<file path="src/rtl/muldiv_unit_pkg.sv">
// muldiv_unit_pkg: HI/LO command encodings and FSM state type shared by the muldiv unit and the control block
package muldiv_unit_pkg;
    localparam logic [2:0] MD_NONE  = 3'b000;
    localparam logic [2:0] MD_MULT  = 3'b001;
    localparam logic [2:0] MD_MULTU = 3'b010;
    localparam logic [2:0] MD_DIV   = 3'b011;
    localparam logic [2:0] MD_DIVU  = 3'b100;
    localparam logic [2:0] MD_MTHI  = 3'b101;
    localparam logic [2:0] MD_MTLO  = 3'b110;
    typedef enum logic [1:0] {S_IDLE, S_MUL, S_DIV} md_state_t;
endpackage

</file>
<file path="src/rtl/muldiv_unit_div_core.sv">
// div_core: 32-bit restoring divider on unsigned magnitudes, one quotient bit per cycle
module div_core (
    input  logic        clk,
    input  logic        rst,
    input  logic        start,
    input  logic [31:0] dividend,
    input  logic [31:0] divisor,
    output logic [31:0] quotient,
    output logic [31:0] remainder,
    output logic        done
);
    logic [31:0] d;
    logic [5:0]  k;
    logic [32:0] t;
    // trial subtract of the divisor from the shifted partial remainder; t[32] is the borrow
    assign t    = {remainder, quotient[31]} - {1'b0, d};
    assign done = k == 6'd0;
    always_ff @(posedge clk or negedge rst) begin
        if (!rst) begin
            quotient  <= '0;
            remainder <= '0;
            d         <= '0;
            k         <= '0;
        end else if (start) begin
            quotient  <= dividend;
            remainder <= '0;
            d         <= divisor;
            k         <= 6'd32;
        end else if (!done) begin
            remainder <= t[32] ? {remainder[30:0], quotient[31]} : t[31:0];
            quotient  <= {quotient[30:0], ~t[32]};
            k         <= k - 6'd1;
        end
    end
endmodule

</file>
<file path="src/rtl/muldiv_unit.sv">
// muldiv_unit: multi-cycle multiply/divide unit owning the architectural HI and LO registers
module muldiv_unit
    import muldiv_unit_pkg::*;
#(
    parameter int MULT_LAT = 5
) (
    input  logic        clk,
    input  logic        rst,
    input  logic [2:0]  mult_op,
    input  logic [31:0] a,
    input  logic [31:0] b,
    output logic [31:0] hi,
    output logic [31:0] lo,
    output logic        busy
);
    md_state_t          state;
    logic [5:0]         cnt;
    logic signed [32:0] ma, mb;
    logic signed [65:0] prod;
    logic               q_neg, r_neg, b_zero, start, is_div;
    logic [31:0]        ua, ub, quo, rem;
    assign is_div = mult_op == MD_DIV;
    assign start  = state == S_IDLE && (is_div || mult_op == MD_DIVU);
    assign ua     = is_div && a[31] ? -a : a;
    assign ub     = is_div && b[31] ? -b : b;
    assign prod   = ma * mb;
    div_core u_div (
        .clk       (clk),
        .rst       (rst),
        .start     (start),
        .dividend  (ua),
        .divisor   (ub),
        .quotient  (quo),
        .remainder (rem),
        .done      ()
    );
    always_ff @(posedge clk or negedge rst) begin
        if (!rst) begin
            state  <= S_IDLE;
            cnt    <= '0;
            hi     <= '0;
            lo     <= '0;
            busy   <= 1'b0;
            ma     <= '0;
            mb     <= '0;
            q_neg  <= 1'b0;
            r_neg  <= 1'b0;
            b_zero <= 1'b0;
        end else begin
            case (state)
                S_IDLE: begin
                    case (mult_op)
                        MD_MTHI: hi <= a;
                        MD_MTLO: lo <= a;
                        MD_MULT, MD_MULTU: begin
                            ma    <= {mult_op == MD_MULT && a[31], a};
                            mb    <= {mult_op == MD_MULT && b[31], b};
                            cnt   <= 6'(MULT_LAT - 1);
                            busy  <= 1'b1;
                            state <= S_MUL;
                        end
                        MD_DIV, MD_DIVU: begin
                            q_neg  <= is_div && (a[31] ^ b[31]);
                            r_neg  <= is_div && a[31];
                            b_zero <= b == 32'd0;
                            cnt    <= 6'd32;
                            busy   <= 1'b1;
                            state  <= S_DIV;
                        end
                        default: ;
                    endcase
                end
                S_MUL: begin
                    if (cnt == 6'd0) begin
                        {hi, lo} <= prod[63:0];
                        busy     <= 1'b0;
                        state    <= S_IDLE;
                    end else
                        cnt <= cnt - 6'd1;
                end
                S_DIV: begin
                    if (cnt == 6'd0) begin
                        if (!b_zero) begin
                            lo <= q_neg ? -quo : quo;
                            hi <= r_neg ? -rem : rem;
                        end
                        busy  <= 1'b0;
                        state <= S_IDLE;
                    end else
                        cnt <= cnt - 6'd1;
                end
                default: state <= S_IDLE;
            endcase
        end
    end
endmodule

</file>
<file path="config.mk">
export PLATFORM = sky130hd
export DESIGN_NAME = muldiv_unit
export DESIGN_NICKNAME = d
export VERILOG_FILES = /design/src/rtl/muldiv_unit_pkg.sv /design/src/rtl/muldiv_unit_div_core.sv /design/src/rtl/muldiv_unit.sv
export SDC_FILE = /design/constraint.sdc
export NUM_CORES = 2
export LEC_CHECK = 0
export ABC_AREA = 1
export BUFFER_PORTS_ARGS = -buffer_cell sky130_fd_sc_hd__buf_2
export CAP_MARGIN = 5
export CORE_MARGIN = 8
export CORE_UTILIZATION = 30
export DETAILED_ROUTE_END_ITERATION = 16
export PLACE_DENSITY = 0.56
export SYNTH_ARGS = -nofsm -noshare
export SYNTH_HDL_FRONTEND = slang
export SYNTH_SLANG_ARGS = --single-unit
</file>
<file path="constraint.sdc">
create_clock -name clk -period 6.81 [get_ports clk]
set_clock_uncertainty 0.15 [all_clocks]
set_input_delay 1.362 -clock clk [delete_from_list [all_inputs] [get_ports clk]]
set_output_delay 1.362 -clock clk [all_outputs]
set_load 0.02 [all_outputs]
</file>
# [After elaboration in Yosys (flattened, before gate mapping)]
# Index checks and enable logic that the tools add are counted.
[totals] regBits=244 word_cells=96
[op_classes] n_mux=30 mul=1 n_eq_ne=18 n_reduce_logical=24 n_addsub=7 n_bitwise=2
[op_table] op="32-bit two-way mux" count=17
[op_table] op="32-bit case mux with 3 select lines" count=2
[op_table] op="32-bit negator" count=4
[op_table] op="33-bit by 33-bit multiplier with 64-bit output" count=1
[op_table] op="33-bit by 32-bit subtractor with 33-bit output" count=1
[op_table] op="32-bit zero test" count=1
[op_table] op="6-bit case mux with 2 select lines" count=2
[op_table] op="6-bit two-way mux" count=3
[op_table] op="6-bit zero test" count=2
[op_table] op="2-bit inequality test, second input constant" count=6
[op_table] op="6-bit by 1-bit subtractor with 6-bit output, second input constant" count=2
[op_table] op="5-bit AND reduction" count=2
[op_table] op="3-bit equality test, second input constant" count=3
[op_table] op="2-bit case mux with 2 select lines" count=2
[op_table] op="3-bit by 2-bit equality test with 1-bit output, second input constant" count=2
[op_table] op="1-bit logical AND" count=6
[op_table] op="2-bit by 1-bit inequality test with 1-bit output, second input constant" count=3
[op_table] op="2-bit AND reduction" count=3
[op_table] op="3-bit AND reduction" count=2
[op_table] op="2-bit OR reduction" count=3
[op_table] op="4-bit OR reduction" count=1
[op_table] op="3-bit by 1-bit equality test with 1-bit output, second input constant" count=1
[op_table] op="3-bit by 1-bit inequality test with 1-bit output, second input constant" count=1
[op_table] op="3-bit nonzero test" count=1
[op_table] op="other kinds (10)" count=11

# [Depth between registers and ports, before layout]
[logic_depth] word_depth=5 depth_mapped=38

# [Cells and area by module]
# From an unflattened synthesis, not the netlist that was laid out.
[unflattened] hier_cells=7865 area_unflattened_um2=57916.8
[modules_own_cells] module="muldiv_unit" seq_area_each_um2=3553.4 n_inst=1 area_per_inst_um2=50898.8 cells_each=6816
[modules_own_cells] module="div_core" seq_area_each_um2=2552.4 n_inst=1 area_per_inst_um2=7018.0 cells_each=1049

# [Worst setup path after synthesis]
# No wires, ideal clock.
[synth_timing] path_kind="reg2reg" start="register ma[32]" end="register hi[19]" t_required_ns=6.539 setup_time_ns=0.121 arrival_ns=7.267 setup_slack_ns=-0.729 stages_incl_launch_ff=33 period_less_slack_ns=7.539 path_cell_list="dfrtp_1 > clkbuf_1 > clkbuf_1 > nand2_1 > inv_1 > fa_1 > inv_1 > fa_1 > inv_1 > fa_1 > fa_1 > inv_1 > fa_1 > inv_1 > fa_1 > fa_1 > inv_1 > fa_1 > inv_1 > ha_1 > nand2_1 > nor2_1 > inv_1 > nor3_1 > nand2_1 > nor3_1 > nand2_1 > nand3_1 > nand2_1 > nand3_1 > nand2_1 > nand2_1 > a21oi_1"
[synth_between] elab_chain_cells=3
[synth_rtl] element="from (decl)" line="muldiv_unit.sv:18" rtl="logic signed [32:0] ma, mb;"
[synth_rtl] element="from (signal assigned)" line="muldiv_unit.sv:56" rtl="ma <= {mult_op == MD_MULT && a[31], a};"
[synth_rtl] element="33-bit by 33-bit multiplier with 64-bit output" line="muldiv_unit.sv:26" rtl="assign prod = ma * mb;"
[synth_rtl] element="32-bit two-way mux" line="muldiv_unit.sv:74" rtl="if (cnt == 6'd0) begin"
[synth_rtl] element="32-bit case mux with 3 select lines" line="muldiv_unit.sv:50" rtl="case (state)"
[synth_rtl] element="to (signal assigned)" line="muldiv_unit.sv:75" rtl="{hi, lo} <= prod[63:0];"
[synth_rtl] element="to (signal assigned)" line="muldiv_unit.sv:85" rtl="hi <= r_neg ? -rem : rem;"
[synth_rtl] element="to (decl)" line="muldiv_unit.sv:12" rtl="output logic [31:0] hi,"
# Every way passes these cells. The select of a mux whose other input is x is not followed.
# A chain may end at the register's enable or synchronous reset.

# [Worst setup path in the final report]
[layout_timing] start="register ma[32]" end="register hi[28]"
# Same word-level chain as after synthesis.

==> results.py <==
metrics = {
    "logic_synthesis": {
        "mappedNetlistArea_mm2": 0.0571,
        "synth.yosys.warnings": 0,
        "share_of_the_synthesized_area_in_the_top_cell_type_pct": 39.5,
        "synth_largest_area_cell": "sky130_fd_sc_hd__fa_1",
        "synth-edff-count": 0,
        "netlist_instances": 7714,
        "average_instance_area_after_synthesis_um2": 7.40,
        "synth-main-ff-cell": "sky130_fd_sc_hd__dfrtp_1",
        "yosys.cell_count.top_type": "sky130_fd_sc_hd__inv_1",
        "yosysSeqAreaShare_pct": 10.7,
        "ys_top_cells_by_area": "sky130_fd_sc_hd__fa_1, sky130_fd_sc_hd__inv_1, sky130_fd_sc_hd__nand2_1, sky130_fd_sc_hd__dfrtp_1, sky130_fd_sc_hd__ha_1",
        "ys_seq_elements": 244,
        "synthArstFlopShare_pct": 100,
        "synth_fp_nets": 9164,
        "synth.cells.most_frequent": "sky130_fd_sc_hd__inv_1, sky130_fd_sc_hd__nand2_1, sky130_fd_sc_hd__fa_1, sky130_fd_sc_hd__nor2_1, sky130_fd_sc_hd__clkbuf_1",
        "synthDistinctLibCells": 50,
    },
    "die": {
        "pin_count": 134,
        "initial_utilization_pct": 30.1,
        "coreArea_mm2": 0.190,
        "die_x_um": 452,
        "die_area_mm2": 0.205,
        "die_h_um": 452,
        "placementRows": 160,
    },
    "sta": {
        "period_share_pct": 109,
        "achievable-frequency_mhz": 134,
        "timing.final.hold_violations": 0,
        "worst_pin_slew_ns": 1.12,
        "timing.max_slew.rel_slack_pct": 25.5,
        "fin_worst_hold_slack_ns": 0.335,
        "setup_viol": 48,
        "postLayoutSetupSlackWorst_ns": -0.628,
        "min_period_ns": 7.44,
        "rsz0062_at_grt": "yes",
        "final_max_tran_viols": 0,
    },
    "clock_network": {
        "cts-buffers-inserted": 29,
        "htreeDepth": 1,
        "clock_tree.buffer_depth": 3,
        "cts_tree": "done",
        "cts.reportedPaths.clkPinSlew_ns": 0.06,
        "tritoncts_num_sinks": 244,
        "cts.root.buffer_cell": "sky130_fd_sc_hd__clkbuf_16",
        "clkLatencyLatePin_ns": 0.62,
    },
    "setup_path": {
        "critical_path_class": "flop to flop",
        "crit_path_end_kind": "flop",
        "timing.critical_path.arrival_ns": 7.83,
        "worst_path_most_repeated_cell": "sky130_fd_sc_hd__inv_2",
        "ff2ff_setup_slack_ns": -0.63,
        "sort_of_element_at_the_start_of_the_critical_path": "flop",
        "cpPeakStageDelay_ns": 0.61,
        "cpMaxStageDelayCell": "sky130_fd_sc_hd__fa_1",
        "required_time_of_the_critical_path_ns": 7.20,
        "cp_max_fo": 6,
    },
    "routing": {
        "route.detailed.wl_per_inst_um": 18.9,
        "ant_nets": 0,
        "route.detailed.vias_per_inst": 4.71,
        "drt-pass1-iter-count": 5,
        "vias": 50591,
        "route.detailed.drc": 0,
        "total_routed_wirelength_mm": 203,
        "drt-initial-drc-count": 3471,
    },
    "cells_and_area": {
        "n_fill_cell": 19634,
        "areaGrowthSynthToFinish_pct": 23.3,
        "finish.net_count": 9653,
        "final_layout_size_suffix_gt1_share_pct": 19.4,
        "final_standard_cell_utilization_of_the_core_pct": 37.1,
    },
    "grt": {
        "grt_pass1_vias": 53437,
        "grt_max_degree": 104,
        "grt_first_pass_wirelength_mm": 314,
        "grt_antenna_before_repair": 8,
        "grt_remaining_overflow": 0,
        "grt_use_total_pct": 19.4,
    },
    "placement": {
        "routabilityCongestion": 0.967,
        "dpl.hpwl_mm": 172,
        "port_buffers": 133,
    },
    "status": {
        "failing_checks": "negative setup slack",
        "status": "finished with violations",
    },
    "job": {
        "max_cap_violations": 0,
    },
    "worst_hold_path": {
        "hold_path_class": "flop to flop",
    },
}
[area by class of cell]
type                            count  area (um2)  share of cell area [%]
Clock inverter                     13         189                   0.268
Timing Repair Buffer              817        7480                    10.6
Clock buffer                       38         779                    1.11
Tap cell                         2511        3140                    4.46
Sequential cell                   244        6120                    8.70
Antenna cell                        2        5.00                 0.00711
Inverter                         2091        7860                    11.2
Multi-Input combinational cell   5020       44800                    63.7
[worst max-delay path: cells and delay by family, from the launching register on]
family | cells | cell delay [ns]
AND/OR/NAND/NOR | 11 | 1.01
AO/OA/AOI/OAI | 1 | 0.16
flip-flops | 1 | 0.45
adder cells (fa/ha/maj) | 9 | 4.59
buffers and inverters | 10 | 1.01
[kinds of logic (layout without fill, tap and decap cells)]
logic type               count (synthesis)  after routing  synth area share [%]
adder cells (fa/ha/maj)               1381           1381                  45.1
other                                    0              2                     0
buffers and inverters                 2450           2959                  16.2
flip-flops                             244            244                  10.7
AO/OA/AOI/OAI                          630            630                  6.06
AND/OR/NAND/NOR                       2932           2932                  20.8
XOR/XNOR                                77             77                  1.18
[what timing repair did]
action                                  in CTS  in global routing
buffers inserted                            33                 56
endpoints found under the setup margin      51                 53
gates resized for setup                    396                489
pin swaps                                   92                240
hold buffers                                 0                  0
cloned                                       1                  8
[per-layer routing]
| metal | GRT usage, % | part of all wire [%] | wire (um) | vias up |
|---|---|---|---|---|
| met2 | 33.0 | 48 | 97200 | 1387 |
| met5 | 0 | 0.012 | 25 | - |
| met1 | 26.4 | 44 | 89200 | 25600 |
| met3 | 1.88 | 5.0 | 10200 | 308 |
| li1 | - | - | - | 23292 |
| met4 | 5.49 | 3.4 | 6810 | 4 |
[placed cells by master, fill, tap and decap left out, types with 55 or more instances in the layout]
cell type	count
sky130_fd_sc_hd__inv_1	1979
sky130_fd_sc_hd__nand2_1	1898
sky130_fd_sc_hd__fa_1	1059
sky130_fd_sc_hd__buf_4	518
sky130_fd_sc_hd__nor2_1	333
sky130_fd_sc_hd__nand3_1	251
sky130_fd_sc_hd__dfrtp_1	232
sky130_fd_sc_hd__o21ai_0	224
sky130_fd_sc_hd__ha_1	203
sky130_fd_sc_hd__a21oi_1	137
sky130_fd_sc_hd__buf_2	132
sky130_fd_sc_hd__nand2_2	119
sky130_fd_sc_hd__inv_2	106
sky130_fd_sc_hd__buf_12	103
sky130_fd_sc_hd__fa_2	67
sky130_fd_sc_hd__a21oi_2	64
sky130_fd_sc_hd__nor2_4	58
sky130_fd_sc_hd__nand2_4	55
[final timing paths]
check                      depth (start not counted)    from                 to
min reg2reg                                        2  lo[19]             lo[19]
max reg2reg                                       31  ma[32]             hi[28]
min in group asynchronous                          1     rst  u_div.quotient[1]
max in group asynchronous                          2     rst             mb[18]
max                                               31  ma[32]             hi[28]
min                                                2  lo[19]             lo[19]
[sequential cells by signal, summed over array words and instances (netlist names), 2 cells and up]
| name | flops |
|---|---|
| cnt | 6 |
| u_div.remainder | 32 |
| state | 2 |
| u_div.d | 32 |
| ma | 33 |
| mb | 33 |
| lo | 32 |
| u_div.quotient | 32 |
| hi | 32 |
| u_div.k | 6 |
[per-stage QoR]
stage	TNS (ns)	cell area, um2	instances	setup WS, ns
final	-21.00	70400	10736	-0.628
after global routing	-34.12	70400	10734	-0.906
after CTS	-19.02	68100	10672	-0.602
after detailed placement	-33.50	65300	10587	-0.975
after global placement	-32.63	65300	10587	-0.991
after floorplan	-3.28	57400	7714	-0.355
Power is left out: the tool's default activity adds up to more than one toggle a clock period on the data nets, which glitch-free logic cannot reach.
